===== config.mk =====
export PLATFORM = sky130hd
export DESIGN_NAME = ysyx_23060124_csr_ctrl_flat
export DESIGN_NICKNAME = d
export VERILOG_FILES = /design/src/rtl/ysyx_23060124_csr_ctrl_pkg.sv /design/src/rtl/ysyx_23060124_csr_ctrl_if.sv /design/src/rtl/ysyx_23060124_csr_alu.sv /design/src/rtl/ysyx_23060124_csr_ctrl.sv /design/src/flat_wrapper.sv
export SDC_FILE = /design/constraint.sdc
export NUM_CORES = 1
export LEC_CHECK = 0
export ABC_CLOCK_PERIOD_IN_PS = 3790
export BUFFER_PORTS_ARGS = -buffer_cell sky130_fd_sc_hd__buf_2
export CORE_AREA = 2 2 131 133
export DETAILED_ROUTE_END_ITERATION = 12
export DIE_AREA = 0 0 133 135
export PLACE_DENSITY = 0.93
export SETUP_SLACK_MARGIN = 0.05
export SKIP_CTS_REPAIR_TIMING = 1
export SYNTH_ARGS = -nofsm -noshare
export SYNTH_HDL_FRONTEND = slang
export SYNTH_SLANG_ARGS = --single-unit

===== constraint.sdc =====
create_clock -name clock -period 3.79 [get_ports clock]
set_clock_uncertainty 0.2 [all_clocks]
set_input_delay 0.9475 -clock clock [delete_from_list [all_inputs] [get_ports clock]]
set_output_delay 0.9475 -clock clock [all_outputs]
set_load 0.005 [all_outputs]

===== src/rtl/ysyx_23060124_csr_ctrl_pkg.sv =====
// Shared encodings for the CSR sequencer: instruction ops, FSM states and
// the machine-mode CSR addresses the core implements.
package ysyx_23060124_csr_ctrl_pkg;

  typedef enum logic [2:0] {
    CSR_OP_NONE  = 3'd0,
    CSR_OP_RW    = 3'd1,
    CSR_OP_RS    = 3'd2,
    CSR_OP_RC    = 3'd3,
    CSR_OP_ECALL = 3'd4,
    CSR_OP_MRET  = 3'd5
  } csr_op_e;

  typedef enum logic [2:0] {
    ST_IDLE,
    ST_READ,
    ST_WRITE,
    ST_TRAP,
    ST_RET,
    ST_RESP
  } csr_state_e;

  localparam logic [11:0] CSR_MSTATUS   = 12'h300;
  localparam logic [11:0] CSR_MTVEC     = 12'h305;
  localparam logic [11:0] CSR_MEPC      = 12'h341;
  localparam logic [11:0] CSR_MCAUSE    = 12'h342;
  localparam logic [11:0] CSR_MVENDORID = 12'hF11;
  localparam logic [11:0] CSR_MARCHID   = 12'hF12;

  function automatic logic is_accepted_op(input logic [2:0] op);
    return (op >= 3'd1) && (op <= 3'd5);
  endfunction

  function automatic logic is_csr_op(input csr_op_e op);
    return (op == CSR_OP_RW) || (op == CSR_OP_RS) || (op == CSR_OP_RC);
  endfunction

endpackage


===== src/rtl/ysyx_23060124_csr_ctrl_if.sv =====
// Request, CSR-file and response signals of the CSR sequencer.
// master = EXU/CSR-file/WBU environment, slave = the controller.
interface ysyx_23060124_csr_ctrl_if #(parameter int XLEN = 32);
  logic            i_valid;
  logic            o_ready;
  logic [2:0]      i_op;
  logic [XLEN-1:0] i_pc;
  logic [11:0]     i_csr_addr;
  logic [XLEN-1:0] i_rs1_data;
  logic            i_rs1_is_x0;
  logic [11:0]     o_csr_raddr;
  logic [XLEN-1:0] i_csr_rdata;
  logic            o_csr_wen;
  logic [11:0]     o_csr_waddr;
  logic [XLEN-1:0] o_csr_wdata;
  logic            o_ecall;
  logic            o_mret;
  logic [XLEN-1:0] o_pc;
  logic [XLEN-1:0] i_mepc;
  logic [XLEN-1:0] i_mtvec;
  logic            o_valid;
  logic            i_ready;
  logic            o_rd_wen;
  logic [XLEN-1:0] o_rd_data;
  logic            o_redirect;
  logic [XLEN-1:0] o_redirect_pc;

  modport slave (
    input  i_valid, i_op, i_pc, i_csr_addr, i_rs1_data, i_rs1_is_x0,
           i_csr_rdata, i_mepc, i_mtvec, i_ready,
    output o_ready, o_csr_raddr, o_csr_wen, o_csr_waddr, o_csr_wdata,
           o_ecall, o_mret, o_pc, o_valid, o_rd_wen, o_rd_data,
           o_redirect, o_redirect_pc
  );

  modport master (
    output i_valid, i_op, i_pc, i_csr_addr, i_rs1_data, i_rs1_is_x0,
           i_csr_rdata, i_mepc, i_mtvec, i_ready,
    input  o_ready, o_csr_raddr, o_csr_wen, o_csr_waddr, o_csr_wdata,
           o_ecall, o_mret, o_pc, o_valid, o_rd_wen, o_rd_data,
           o_redirect, o_redirect_pc
  );
endinterface


===== src/rtl/ysyx_23060124_csr_alu.sv =====
// New CSR value for CSRRW/CSRRS/CSRRC and the write-suppress decision.
module ysyx_23060124_csr_alu
  import ysyx_23060124_csr_ctrl_pkg::*;
#(
  parameter int XLEN       = 32,
  parameter bit RO_PROTECT = 1'b1
) (
  input  csr_op_e         op,
  input  logic [11:0]     addr,
  input  logic [XLEN-1:0] old_val,
  input  logic [XLEN-1:0] rs1,
  input  logic            rs1_is_x0,
  output logic [XLEN-1:0] new_val,
  output logic            suppress
);

  always_comb begin
    new_val = rs1;
    case (op)
      CSR_OP_RS: new_val = old_val | rs1;
      CSR_OP_RC: new_val = old_val & ~rs1;
      default:   new_val = rs1;
    endcase
    // Set/clear with x0 must not write; addr[11:10]==11 is the read-only space.
    suppress = (((op == CSR_OP_RS) || (op == CSR_OP_RC)) && rs1_is_x0)
             || (RO_PROTECT && (addr[11:10] == 2'b11));
  end

endmodule


===== src/rtl/ysyx_23060124_csr_ctrl.sv =====
// Sequences one CSR-class instruction at a time against the CSR file and
// returns either the old CSR value or a trap/return redirect target.
module ysyx_23060124_csr_ctrl
  import ysyx_23060124_csr_ctrl_pkg::*;
#(
  parameter int XLEN       = 32,
  parameter bit RO_PROTECT = 1'b1
) (
  input logic                      clock,
  input logic                      reset,
  ysyx_23060124_csr_ctrl_if.slave  bus
);

  csr_state_e      state, state_nxt;
  csr_op_e         op_q;
  logic [XLEN-1:0] pc_q, rs1_q, old_q, new_q, target_q;
  logic [11:0]     addr_q;
  logic            x0_q;
  logic [XLEN-1:0] alu_new;
  logic            alu_suppress;
  logic            accept;

  ysyx_23060124_csr_alu #(
    .XLEN       (XLEN),
    .RO_PROTECT (RO_PROTECT)
  ) u_alu (
    .op        (op_q),
    .addr      (addr_q),
    .old_val   (bus.i_csr_rdata),
    .rs1       (rs1_q),
    .rs1_is_x0 (x0_q),
    .new_val   (alu_new),
    .suppress  (alu_suppress)
  );

  assign accept = bus.i_valid && (state == ST_IDLE) && is_accepted_op(bus.i_op);

  always_ff @(posedge clock) begin
    if (reset) begin
      state    <= ST_IDLE;
      op_q     <= CSR_OP_NONE;
      pc_q     <= '0;
      rs1_q    <= '0;
      old_q    <= '0;
      new_q    <= '0;
      target_q <= '0;
      addr_q   <= '0;
      x0_q     <= 1'b0;
    end else begin
      state <= state_nxt;
      if (accept) begin
        op_q   <= csr_op_e'(bus.i_op);
        pc_q   <= bus.i_pc;
        addr_q <= bus.i_csr_addr;
        rs1_q  <= bus.i_rs1_data;
        x0_q   <= bus.i_rs1_is_x0;
      end
      if (state == ST_READ) begin
        old_q <= bus.i_csr_rdata;
        new_q <= alu_new;
      end
      if (state == ST_TRAP) target_q <= bus.i_mtvec;
      if (state == ST_RET)  target_q <= bus.i_mepc;
    end
  end

  always_comb begin
    state_nxt = state;
    case (state)
      ST_IDLE: begin
        if (accept) begin
          case (csr_op_e'(bus.i_op))
            CSR_OP_ECALL: state_nxt = ST_TRAP;
            CSR_OP_MRET:  state_nxt = ST_RET;
            default:      state_nxt = ST_READ;
          endcase
        end
      end
      ST_READ:  state_nxt = alu_suppress ? ST_RESP : ST_WRITE;
      ST_WRITE: state_nxt = ST_RESP;
      ST_TRAP:  state_nxt = ST_RESP;
      ST_RET:   state_nxt = ST_RESP;
      ST_RESP:  if (bus.i_ready) state_nxt = ST_IDLE;
      default:  state_nxt = ST_IDLE;
    endcase
  end

  // Outputs are decoded from state and gated by reset so strobes drop in the reset cycle.
  always_comb begin
    bus.o_ready       = (state == ST_IDLE);
    bus.o_csr_raddr   = '0;
    bus.o_csr_wen     = 1'b0;
    bus.o_csr_waddr   = '0;
    bus.o_csr_wdata   = '0;
    bus.o_ecall       = 1'b0;
    bus.o_mret        = 1'b0;
    bus.o_pc          = '0;
    bus.o_valid       = 1'b0;
    bus.o_rd_wen      = 1'b0;
    bus.o_rd_data     = '0;
    bus.o_redirect    = 1'b0;
    bus.o_redirect_pc = '0;
    if (!reset) begin
      case (state)
        ST_READ:  bus.o_csr_raddr = addr_q;
        ST_WRITE: begin
          bus.o_csr_wen   = 1'b1;
          bus.o_csr_waddr = addr_q;
          bus.o_csr_wdata = new_q;
        end
        ST_TRAP: begin
          bus.o_ecall = 1'b1;
          bus.o_pc    = pc_q;
        end
        ST_RET:  bus.o_mret = 1'b1;
        ST_RESP: begin
          bus.o_valid = 1'b1;
          if (is_csr_op(op_q)) begin
            bus.o_rd_wen  = 1'b1;
            bus.o_rd_data = old_q;
          end else begin
            bus.o_redirect    = 1'b1;
            bus.o_redirect_pc = target_q;
          end
        end
        default: ;
      endcase
    end
  end

endmodule


===== src/flat_wrapper.sv =====
// flat-port wrapper written by rule: the top's interface ports become plain ports
module ysyx_23060124_csr_ctrl_flat import ysyx_23060124_csr_ctrl_pkg::*;
#(
  parameter int XLEN       = 32,
  parameter bit RO_PROTECT = 1'b1
)
  (clock, reset, bus_i_valid, bus_i_op, bus_i_pc, bus_i_csr_addr, bus_i_rs1_data, bus_i_rs1_is_x0, bus_i_csr_rdata, bus_i_mepc, bus_i_mtvec, bus_i_ready, bus_o_ready, bus_o_csr_raddr, bus_o_csr_wen, bus_o_csr_waddr, bus_o_csr_wdata, bus_o_ecall, bus_o_mret, bus_o_pc, bus_o_valid, bus_o_rd_wen, bus_o_rd_data, bus_o_redirect, bus_o_redirect_pc);
  ysyx_23060124_csr_ctrl_if #(.XLEN(XLEN)) bus_i ();
  input logic clock;
  input logic reset;
  input wire logic [$bits(bus_i.i_valid)-1:0] bus_i_valid;
  input wire logic [$bits(bus_i.i_op)-1:0] bus_i_op;
  input wire logic [$bits(bus_i.i_pc)-1:0] bus_i_pc;
  input wire logic [$bits(bus_i.i_csr_addr)-1:0] bus_i_csr_addr;
  input wire logic [$bits(bus_i.i_rs1_data)-1:0] bus_i_rs1_data;
  input wire logic [$bits(bus_i.i_rs1_is_x0)-1:0] bus_i_rs1_is_x0;
  input wire logic [$bits(bus_i.i_csr_rdata)-1:0] bus_i_csr_rdata;
  input wire logic [$bits(bus_i.i_mepc)-1:0] bus_i_mepc;
  input wire logic [$bits(bus_i.i_mtvec)-1:0] bus_i_mtvec;
  input wire logic [$bits(bus_i.i_ready)-1:0] bus_i_ready;
  output wire logic [$bits(bus_i.o_ready)-1:0] bus_o_ready;
  output wire logic [$bits(bus_i.o_csr_raddr)-1:0] bus_o_csr_raddr;
  output wire logic [$bits(bus_i.o_csr_wen)-1:0] bus_o_csr_wen;
  output wire logic [$bits(bus_i.o_csr_waddr)-1:0] bus_o_csr_waddr;
  output wire logic [$bits(bus_i.o_csr_wdata)-1:0] bus_o_csr_wdata;
  output wire logic [$bits(bus_i.o_ecall)-1:0] bus_o_ecall;
  output wire logic [$bits(bus_i.o_mret)-1:0] bus_o_mret;
  output wire logic [$bits(bus_i.o_pc)-1:0] bus_o_pc;
  output wire logic [$bits(bus_i.o_valid)-1:0] bus_o_valid;
  output wire logic [$bits(bus_i.o_rd_wen)-1:0] bus_o_rd_wen;
  output wire logic [$bits(bus_i.o_rd_data)-1:0] bus_o_rd_data;
  output wire logic [$bits(bus_i.o_redirect)-1:0] bus_o_redirect;
  output wire logic [$bits(bus_i.o_redirect_pc)-1:0] bus_o_redirect_pc;
  assign bus_i.i_valid = bus_i_valid;
  assign bus_i.i_op = bus_i_op;
  assign bus_i.i_pc = bus_i_pc;
  assign bus_i.i_csr_addr = bus_i_csr_addr;
  assign bus_i.i_rs1_data = bus_i_rs1_data;
  assign bus_i.i_rs1_is_x0 = bus_i_rs1_is_x0;
  assign bus_i.i_csr_rdata = bus_i_csr_rdata;
  assign bus_i.i_mepc = bus_i_mepc;
  assign bus_i.i_mtvec = bus_i_mtvec;
  assign bus_i.i_ready = bus_i_ready;
  assign bus_o_ready = bus_i.o_ready;
  assign bus_o_csr_raddr = bus_i.o_csr_raddr;
  assign bus_o_csr_wen = bus_i.o_csr_wen;
  assign bus_o_csr_waddr = bus_i.o_csr_waddr;
  assign bus_o_csr_wdata = bus_i.o_csr_wdata;
  assign bus_o_ecall = bus_i.o_ecall;
  assign bus_o_mret = bus_i.o_mret;
  assign bus_o_pc = bus_i.o_pc;
  assign bus_o_valid = bus_i.o_valid;
  assign bus_o_rd_wen = bus_i.o_rd_wen;
  assign bus_o_rd_data = bus_i.o_rd_data;
  assign bus_o_redirect = bus_i.o_redirect;
  assign bus_o_redirect_pc = bus_i.o_redirect_pc;
  ysyx_23060124_csr_ctrl #(.XLEN(XLEN), .RO_PROTECT(RO_PROTECT)) u_core (.clock(clock), .reset(reset), .bus(bus_i));
endmodule

Word level (Yosys, flattened, before mapping). Cells that the tools add are included.

Flip-flop bits (word level): 179.

Magnitude comparators: 2. Equal/unequal tests: 13. Muxes and demuxes: 36. Bitwise gates (word level): 3. Reduce and logical (&&, ||, !) cells: 12.

Operators by type and width (count): 2-to-1 mux 32 bit (12); case mux 32 bit (2 select lines) (1); 2-to-1 mux 12 bit (4); AND 32 bit (1); inverter 32 bit (1); OR 32 bit (1); 2-to-1 mux 1 bit (14); equality test 3 x 2 -> 1 bit, second input constant (4); equality test 3 bit, second input constant (4); case mux 3 bit (4 select lines) (1); 2-to-1 mux 3 bit (3); equality test 3 x 1 -> 1 bit, second input constant (2); case mux 3 bit (2 select lines) (1); logical AND 1 bit (4); logical OR 1 bit (4); greater-or-equal comparator 3 x 1 -> 1 bit, second input constant (1); less-or-equal comparator 3 bit, second input constant (1); zero test 3 bit (1); OR reduction 3 bit (1); equality test 2 bit, second input constant (1); inequality test 2 x 1 -> 1 bit, second input constant (1); inequality test 2 bit, second input constant (1); AND reduction 2 bit (1); nonzero test 2 bit (1).

Longest topological paths before layout. Gate-level depths: netlist of the first run.

Word-level depth: 6. Gate-level depth with buffers: 9.

By module. From an unflattened synthesis of the first run, not the netlist that was laid out.

Cell total of the unflattened synthesis: 1078. Area, all modules: 9331.4 sq um.

Modules (own cells, without submodules): ysyx_23060124_csr_ctrl (instances 1, cells an instance 1004, area each 8729.6 sq um); ysyx_23060124_csr_alu (instances 1, cells an instance 74, area each 601.8 sq um).

Worst setup path before layout of the first run. Ideal clock, no wire load.

Kind: input-to-output. Start point: input port reset. End point: output port bus_o_rd_data[22]. Arrival time: 1.900 ns. Slack: 0.742 ns. Cell stages on the path: 5. Path through: nor2_1 nand3_1 nor3_1 clkbuf_1 and2_1.

Word-level cells in the longest chain between the ends: 1.

RTL lines: from (decl) (line flat_wrapper.sv:10) `input logic reset;`; 2-to-1 mux 32 bit (line ysyx_23060124_csr_ctrl.sv:103) `if (!reset) begin`; to (decl) (line flat_wrapper.sv:31) `output wire logic [$bits(bus_i.o_rd_data)-1:0] bus_o_rd_data;`.

Every way passes these cells.

Final worst setup path of the first run.
Start point: input port reset. End point: output port bus_o_rd_data[1].

Same word-level chain as after synthesis.

==> results of run 1 <==
[through the flow]
stage	util, %	hold slack (ns)	instances
2_1_floorplan	-	0.227	1051
3_3_place_gp	59.4	0.234	1536
3_5_place_dp	59.4	0.241	1536
4_1_cts	63.2	0.250	1568
5_1_grt	63.2	0.269	1569
6_report	63.2	0.250	1569
[per-layer routing]
layer	vias to the layer above	wire length, µm
met5	-	17
met4	2	672
met3	66	1610
met2	368	12000
met1	3688	9390
li1	4038	-
[cell families (layout without fill, tap and decap cells)]
| family | after synthesis | in the layout | synth area share [%] |
|---|---|---|---|
| AOI/OAI and AO/OA | 255 | 255 | 19.7 |
| and+or+nand+nor | 524 | 524 | 30.5 |
| DFF | 179 | 179 | 44.8 |
| other | 0 | 1 | 0 |
| buffers and inverters | 93 | 390 | 4.96 |
[cell usage after synthesis (2+ instances only)]
library cell | number | area share, %
sky130_fd_sc_hd__nand2_1 | 304 | 14
sky130_fd_sc_hd__dfxtp_1 | 179 | 45
sky130_fd_sc_hd__a21oi_1 | 171 | 11
sky130_fd_sc_hd__and2_1 | 155 | 12
sky130_fd_sc_hd__clkbuf_1 | 67 | 3.1
sky130_fd_sc_hd__nor2_1 | 38 | 1.8
sky130_fd_sc_hd__a211o_1 | 33 | 3.6
sky130_fd_sc_hd__a311oi_1 | 28 | 3.1
sky130_fd_sc_hd__buf_2 | 14 | 0.88
sky130_fd_sc_hd__a21oi_2 | 10 | 1.1
sky130_fd_sc_hd__nand2_2 | 10 | 0.78
sky130_fd_sc_hd__a22oi_1 | 7 | 0.66
sky130_fd_sc_hd__nand3_1 | 5 | 0.31
sky130_fd_sc_hd__buf_1 | 4 | 0.19
sky130_fd_sc_hd__inv_1 | 3 | 0.14
sky130_fd_sc_hd__a31oi_1 | 2 | 0.16
sky130_fd_sc_hd__and3_1 | 2 | 0.16
sky130_fd_sc_hd__buf_6 | 2 | 0.28
[area by class of cell]
type	count	area share (%)
multi-input cells	779	39.0
repair buffers	354	17.7
well taps	220	2.66
clock buffers	17	4.10
clock inverters	15	1.82
diodes	1	0.0241
inverters	4	0.145
flip-flops and latches	179	34.6
[final timing paths]
path	startpoint	end	slack [ns]
setup / recovery	reset	bus_o_rd_data[1]	0.50
hold reg to reg	u_core.new_q[27]	u_core.new_q[27]	0.25
setup reg to reg	u_core.state[0]	u_core.target_q[1]	1.31
hold / removal	u_core.new_q[27]	u_core.new_q[27]	0.25
[worst register-to-register path, delay by kind of cell, from the launching register on]
kind / cells / cell delay, ns
flops: 1 / 0.61
compound gates: 1 / 0.31
simple gates: 2 / 1.27
[sequential cells by signal (all words and copies together), names as in the netlist]
signal / cells
u_core.state: 3
u_core.target_q: 32
u_core.addr_q: 12
u_core.pc_q: 32
u_core.op_q: 3
u_core.rs1_q: 32
u_core.x0_q: 1
u_core.new_q: 32
u_core.old_q: 32
[report_power, final]
group / internal (mW) / switching [mW] / leakage, nW
clock: 1.01 / 0.816 / 0.289
combinational: 0.262 / 0.446 / 2.86
sequential: 2.05 / 0.104 / 1.46
total: 3.31 / 1.37 / 4.60
[cell usage in the layout, fill, tap and decap left out, types with 7 or more instances in the layout]
master and n:
sky130_fd_sc_hd__nand2_2 11, sky130_fd_sc_hd__a21oi_1 171, sky130_fd_sc_hd__a211o_1 33, sky130_fd_sc_hd__a22oi_1 7, sky130_fd_sc_hd__a311oi_1 28, sky130_fd_sc_hd__nand2_1 302, sky130_fd_sc_hd__buf_4 15, sky130_fd_sc_hd__a21oi_2 10
sky130_fd_sc_hd__clkbuf_16 17, sky130_fd_sc_hd__dfxtp_1 179, sky130_fd_sc_hd__nor2_1 37, sky130_fd_sc_hd__and2_1 155, sky130_fd_sc_hd__buf_2 337
==> qor.csv, run 1 <==
metric,value,unit
Clock Sink Count,179,
final antenna-violating net count,0,
Critical Path Start Type,input port,
worst-case setup margin in the final layout,0.503,ns
unrepaired setup endpoints after global routing,no,
DRC viols,0,
cell class contributing the biggest share of worst-path delay,simple AND/OR/NAND/NOR gates,
summed area of non-filler cells in the final layout,10400,µm²
CTS buffer count,17,
fraction of synthesis flops using an asynchronous set or reset pin,0,%
number of register bits inferred by synthesis,179,
Final setup viols,0,
leakage power,4.60,nW
global route total overflow,0,
Pwr Density,451,nW/µm²
sequential element share of the synthesized area,44.8,%
final net count,1515,
Die Outline Area,18000,µm²
Seq. cell area,3580,µm²
wire length of the first global-routing pass,36900,µm
worst rel slew slack,20.0,%
critical path cell sequence,"buf_6, nor2_1, nand3_1, nor3_2, buf_4, and2_1, buf_2",
number of detailed-routing iterations run before antenna repair,5,
vias in the first global route,7590,
overall die width,133,µm
area overhead of the layout relative to synthesis,29.8,%
GRT busiest layer,met2,
gpl congestion,0.796,
DPL Wire Length,16100,µm
Placement Setup Slack,0.509,ns
vias after detailed routing,8162,
cell at the root of the clock tree,sky130_fd_sc_hd__clkbuf_16,
max-slew violations,0,
GRT Overall Usage,25.3,%
worst-case clock buffer depth,2,
number of buffers inserted by port buffering,338,
VDD IR-drop max,0.319,mV
routing usage on met3,4.99,%
Final Cycle Share,86.7,%
Placement Rows,47,
cell depth of the worst min-delay path,2,
post-route total power,4.68,mW
Multi-input gate area,4050,µm²
total detailed-routing wirelength,23700,µm
ratio of routed vias to standard cells,5.20,
class of the tightest hold or removal check,reg2reg,
"Avg Cell Area, Syn",7.60,µm²
initial antenna violation count,2,
number of buffer and inverter instances along the worst setup path,3,
number of flops mapped to enable cells by yosys,0,
net count after synthesis,1231,
global-route met2 utilization,43.3,%
Worst-Margin Slew,1.20,ns
depth of the worst register-to-register path,3,
slowest library cell on the worst path,sky130_fd_sc_hd__buf_4,
"Req. time, crit path",2.64,ns
post-route setup TNS,0,ns
H-tree level count,4,
commonest register cell after synthesis,sky130_fd_sc_hd__dfxtp_1,
GRT met1 Usage,30.7,%
number of distinct library cells after synthesis,35,
maximum number of pins on one net before global-route repair,97,
Initial Util,48.7,%
outcome,"complete, no violations",
number of warning messages in the yosys log,0,
die height,135,µm
number of hold violations in the final report,0,
kind of capture point of the worst setup path,primary output,
Setup Crit Path Kind,in2out,
layout cells sized above 1,30.9,%
clock-pin slew of the registers on the worst-case setup and hold paths,0.07,ns
TritonCTS clock tree,yes,
first-iteration detailed-routing DRC count,504,
placeable core region,16400,µm²
maximum clock frequency,0.304,GHz
crit-path max FO,33,
clock latency of the later-clocked register in the worst-skew pair,0.42,ns
average detailed-routed wire length per instance,15.1,µm
post-detailed-placement cell area,9750,µm²
Cells after Synth,1051,
Crit path arrival time,2.14,ns
max capacitance violation total,0,
filler cell count,1393,
total stage count of the critical path,7,
delay of the slowest critical-path stage,0.31,ns
I/O pin cnt,339,
minimum period implied by the final worst setup slack,3.29,ns
combined area of all synthesized cells,7990,µm²
No activity file was read; power rests on OpenSTA's default activity.
==> run 2: changes to the inputs <==
PLACE_DENSITY = 0.79   (was 0.93)
==> run 2 against run 1 <==
Effect of this change: first-iteration DRC count up 11%; maximum frequency grew 0.70%; wire length shrank 1.7%; setup slack gained 0.023 ns; worst hold slack lost 0.0024 ns; clock power down 4%; utilization is 0.14 points lower; critical endpoint is now bus_o_rd_data[31]; largest cell class unchanged; highest routed layer unchanged.
==> qor.csv, run 2 (synthesis gave the netlist of run 1 again) <==
metric,value,unit,change
outcome,"complete, no violations",,
slowest library cell on the worst path,sky130_fd_sc_hd__buf_4,,
TritonCTS clock tree,yes,,
Placement Rows,47,,unchanged
unrepaired setup endpoints after global routing,no,,
post-route setup TNS,0,ns,unchanged
layout cells sized above 1,30.8,%,-0.074 points
Final setup viols,0,,unchanged
vias in the first global route,7462,,-1.7%
GRT busiest layer,met2,,
minimum period implied by the final worst setup slack,3.26,ns,-0.0228 ns
CTS buffer count,17,,unchanged
net switching power figure,1.35,mW,-1.1%
overall die width,133,µm,unchanged
global route total overflow,0,,unchanged
global-route met2 utilization,43.9,%,+0.66 points
die height,135,µm,unchanged
number of hold violations in the final report,0,,unchanged
gpl congestion,0.787,,-1.2%
max-slew violations,0,,unchanged
"commonest cells after routing, fill and taps aside","sky130_fd_sc_hd__buf_2 (337), sky130_fd_sc_hd__nand2_1 (302), sky130_fd_sc_hd__dfxtp_1 (179)",,
leakage power,4.60,nW,about the same
Finished Core Util,63.1,%,-0.14 points
DRC viols,0,,unchanged
clock latency of the later-clocked register in the worst-skew pair,0.43,ns,about the same
Crit path arrival time,2.12,ns,-0.02 ns
class of the tightest hold or removal check,reg2reg,,
ratio of routed vias to standard cells,5.15,,-1.0%
Setup Crit Path Kind,in2out,,
initial antenna violation count,2,,unchanged
H-tree level count,4,,unchanged
share of total power in combinational logic,15.3,%,+0.2 points
delay of the slowest critical-path stage,0.32,ns,about the same
crit-path max FO,33,,unchanged
number of buffer and inverter instances along the worst setup path,3,,unchanged
cell at the root of the clock tree,sky130_fd_sc_hd__clkbuf_16,,
number of buffers inserted by port buffering,338,,unchanged
GRT met1 Usage,31.4,%,+0.77 points
DPL Wire Length,15900,µm,-1.4%
routing usage on met3,6.57,%,+1.6 points
first-iteration detailed-routing DRC count,559,,+11%
cell class contributing the biggest share of worst-path delay,simple AND/OR/NAND/NOR gates,,
area overhead of the layout relative to synthesis,29.5,%,
relative contribution of the clock network to total power,38.0,%,-0.9 points
wire length of the first global-routing pass,36900,µm,-0.21%
share of total power consumed by net switching,29.4,%,+0.18 points
kind of capture point of the worst setup path,primary output,,
max capacitance violation total,0,,unchanged
final net count,1515,,unchanged
Initial Util,48.7,%,unchanged
"Req. time, crit path",2.64,ns,about the same
Final Cycle Share,86.1,%,-0.60 points
clock-pin slew of the registers on the worst-case setup and hold paths,0.07,ns,about the same
worst rel slew slack,20.0,%,about the same
GRT Overall Usage,25.4,%,+0.12 points
final antenna-violating net count,0,,unchanged
average detailed-routed wire length per instance,14.9,µm,-1.7%
placeable core region,16400,µm²,unchanged
I/O pin cnt,339,,unchanged
maximum clock frequency,0.306,GHz,+0.70%
Clock Sink Count,179,,unchanged
VDD IR-drop max,0.305,mV,-4.4%
total detailed-routing wirelength,23300,µm,-1.7%
maximum number of pins on one net before global-route repair,97,,unchanged
vias after detailed routing,8077,,-1.0%
critical path cell sequence,"buf_6, nor2_1, nand3_1, nor3_2, buf_4, and2_1, buf_2",,
Die Outline Area,18000,µm²,unchanged
worst-case clock buffer depth,2,,unchanged
R2R Setup Slk,1.25,ns,-0.06 ns
Pwr Density,444,nW/µm²,-1.5%
"commonest non-fill, non-tap cell in the layout",sky130_fd_sc_hd__buf_2,,
Worst-Margin Slew,1.20,ns,-0.000240 ns
design internal power,3.25,mW,-2.0%
Critical Path Start Type,input port,,
number of detailed-routing iterations run before antenna repair,5,,unchanged
Flop pwr share,46.7,%,+0.7 points
-- run 2: cell types whose count changed in the layout (fill, tap and decap cells not counted), sizes merged --
cell	delta
clkinv	+1
clkinvlp	-1
bufinv	-1
inv	+1
-- run 2: per-stage QoR --
stage	power [mW]	std cells	hold slack, ns	area, µm²	worst slack (ns)
after global placement	2.88	1536	0.236	9750	0.600
after CTS	4.63	1568	0.250	10300	0.501
after detailed placement	2.89	1536	0.242	9750	0.518
after global routing	4.82	1569	0.270	10300	0.355
after floorplan	2.64	1051	0.227	7990	0.742
final	4.60	1569	0.248	10300	0.525
-- run 2: area by class of cell --
class / count / area (µm²)
inverter: 4 / 15.0
timing repair buffer: 354 / 1840
clock inverter: 15 / 163
fill: 1492 / 6060
tap: 220 / 275
sequential: 179 / 3580
clock buffer: 17 / 425
antenna: 1 / 2.50
multi-input combinational: 779 / 4040
-- run 2: per-layer routing --
metal  vias to the layer above  share of wire [%]
met2                       303                 49
li1                       4034                  -
met4                         2                1.8
met1                      3708                 42
met3                        30                7.1
met5                         -              0.047
-- run 2: path summary, 6_finish.rpt --
check	start	end	cells after the start
min	u_core.new_q[25]	u_core.new_q[25]	2
min reg2reg	u_core.new_q[25]	u_core.new_q[25]	2
max	reset	bus_o_rd_data[31]	7
max reg2reg	u_core.state[0]	u_core.pc_q[22]	6
-- run 2: power by group through the flow --
stage	combinational (mW)	sequential, mW	clock, mW
2_1_floorplan	0.494	2.15	0
4_1_cts	0.708	2.15	1.78
3_3_place_gp	0.691	2.18	0
3_5_place_dp	0.705	2.19	0
5_1_grt	0.786	2.17	1.86
6_report	0.702	2.15	1.75
-- run 2: worst register-to-register path: stages, from the launching register on --
cell	delay (ns)
sky130_fd_sc_hd__dfxtp_1	0.47
sky130_fd_sc_hd__or3_4	0.46
sky130_fd_sc_hd__inv_2	0.08
sky130_fd_sc_hd__and4_2	0.71
sky130_fd_sc_hd__buf_4	0.33
sky130_fd_sc_hd__nand2_1	0.09
sky130_fd_sc_hd__a21oi_1	0.13
==> run 3: changes to the inputs <==
RECOVER_POWER = 50   (was not set)
==> run 3 against run 2 <==
Effect of this change: the run now ends with max-capacitance violations, max-slew violations left; critical path depth unchanged; maximum frequency rose by 0.24%; die area stayed put; via count did not move; count of clock-buffer cells in the layout unchanged; combinational power is 1% lower; critical path type unchanged; largest cell class unchanged.
==> qor.csv, run 3 (synthesis gave the netlist of run 1 again) <==
metric,value,unit,change
cell at the root of the clock tree,sky130_fd_sc_hd__clkbuf_16,,
Critical Path Start Type,input port,,
Die Outline Area,18000,µm²,unchanged
DRC viols,0,,unchanged
worst rel slew slack,-25.6,%,-46 points
Initial Util,48.7,%,unchanged
final std cells w/o fill,1569,,unchanged
kind of capture point of the worst setup path,primary output,,
wire length of the first global-routing pass,36900,µm,unchanged
class of the tightest hold or removal check,reg2reg,,
I/O pin cnt,339,,unchanged
number of buffers inserted by port buffering,338,,unchanged
number of detailed-routing iterations run before antenna repair,5,,unchanged
clock latency of the later-clocked register in the worst-skew pair,0.42,ns,about the same
max-slew violations,178,,+178
global route total overflow,0,,unchanged
failing checks,"max-capacitance violations, max-slew violations",,
final net count,1515,,unchanged
Setup Crit Path Kind,in2out,,
depth of the worst register-to-register path,6,,unchanged
max capacitance violation total,2,,+2
"Req. time, crit path",2.64,ns,about the same
final antenna-violating net count,0,,unchanged
cell depth of the worst min-delay path,2,,unchanged
Placement Rows,47,,unchanged
overall die width,133,µm,unchanged
WL met1,9750,µm,+0.26%
Met3 Routed Length,1680,µm,+1.0%
area overhead of the layout relative to synthesis,29.1,%,
H-tree level count,4,,unchanged
unrepaired setup endpoints after global routing,no,,
Pwr Density,444,nW/µm²,about the same
instance count after placement with tap cells included,1536,,unchanged
Worst-Margin Slew,1.88,ns,+0.685 ns
average detailed-routed wire length per instance,14.9,µm,+0.21%
crit-path max FO,33,,unchanged
maximum number of pins on one net before global-route repair,97,,unchanged
placeable core region,16400,µm²,unchanged
CTS buffer count,17,,unchanged
first-iteration detailed-routing DRC count,618,,+11%
Placement Setup Slack,0.518,ns,unchanged
routed wl met2,11600,µm,+0.53%
maximum clock frequency,0.307,GHz,+0.24%
Crit path arrival time,2.11,ns,about the same
gpl congestion,0.787,,unchanged
number of hold violations in the final report,0,,unchanged
top metal layer carrying routed signals,met5,,
vias after detailed routing,8077,,unchanged
TritonCTS clock tree,yes,,
worst-case setup margin in the final layout,0.533,ns,+0.00789 ns
worst-case clock buffer depth,2,,unchanged
Final setup viols,0,,unchanged
DPL Wire Length,15900,µm,unchanged
clock-pin slew of the registers on the worst-case setup and hold paths,0.07,ns,about the same
leakage power,4.59,nW,-0.19%
post-route setup TNS,0,ns,unchanged
die height,135,µm,unchanged
outcome,finished with violations,,
"commonest non-fill, non-tap cell in the layout",sky130_fd_sc_hd__buf_2,,
minimum period implied by the final worst setup slack,3.26,ns,-0.00789 ns
Clock Sink Count,179,,unchanged
vias in the first global route,7462,,unchanged
Final Cycle Share,85.9,%,-0.21 points
VDD IR-drop max,0.304,mV,-0.55%
GRT Overall Usage,25.4,%,unchanged
ratio of routed vias to standard cells,5.15,,unchanged
initial antenna violation count,2,,unchanged
"commonest cells after routing, fill and taps aside","sky130_fd_sc_hd__buf_2 (336), sky130_fd_sc_hd__nand2_1 (302), sky130_fd_sc_hd__dfxtp_1 (179)",,
total detailed-routing wirelength,23400,µm,+0.21%
layout cells sized above 1,30.5,%,-0.30 points
## run 3: path summary, 6_finish.rpt
| check | from | to | slack (ns) |
|---|---|---|---|
| worst min-delay path | u_core.new_q[10] | u_core.new_q[10] | 0.25 |
| worst min register to register | u_core.new_q[10] | u_core.new_q[10] | 0.25 |
| worst max-delay path | reset | bus_o_rd_data[6] | 0.53 |
| worst max register to register | u_core.state[0] | u_core.rs1_q[29] | 0.81 |
## run 3: final cells by class
cell class / instances / area, µm²
Clock inverter: 15 / 163
Timing Repair Buffer: 354 / 1820
Sequential cell: 179 / 3580
Tap cell: 220 / 275
Multi-Input combinational cell: 779 / 4030
Fill cell: 1497 / 6090
Clock buffer: 17 / 425
Inverter: 4 / 15.0
Antenna cell: 1 / 2.50
## run 3: power breakdown
part           switching [mW]  internal (mW)  total (mW)
clock network           0.806          0.937        1.74
logic                   0.436          0.257       0.692
registers               0.102           2.05        2.15
## run 3: layer usage
| layer | global-route usage (%) | vias up |
|---|---|---|
| met4 | 7.41 | 2 |
| met5 | 0 | - |
| met1 | 31.4 | 3705 |
| met2 | 43.9 | 309 |
| met3 | 6.57 | 27 |
| li1 | - | 4034 |
## run 3: through the flow
stage          instance area (µm²)  hold WS (ns)  util [%]  power [mW]
2_1_floorplan                 7990         0.227         -        2.64
3_3_place_gp                  9750         0.236      59.5        2.88
3_5_place_dp                  9750         0.242      59.5        2.89
4_1_cts                      10300         0.250      63.0        4.63
5_1_grt                      10300         0.270      62.9        4.81
6_report                     10300         0.248      62.9        4.58
## run 3: worst max-delay path: stages
cell and delay, ns:
sky130_fd_sc_hd__buf_6 0.12, sky130_fd_sc_hd__nor2_1 0.10, sky130_fd_sc_hd__nand3_1 0.13, sky130_fd_sc_hd__nor3_2 0.18, sky130_fd_sc_hd__buf_4 0.32, sky130_fd_sc_hd__and2_1 0.18
sky130_fd_sc_hd__buf_2 0.11
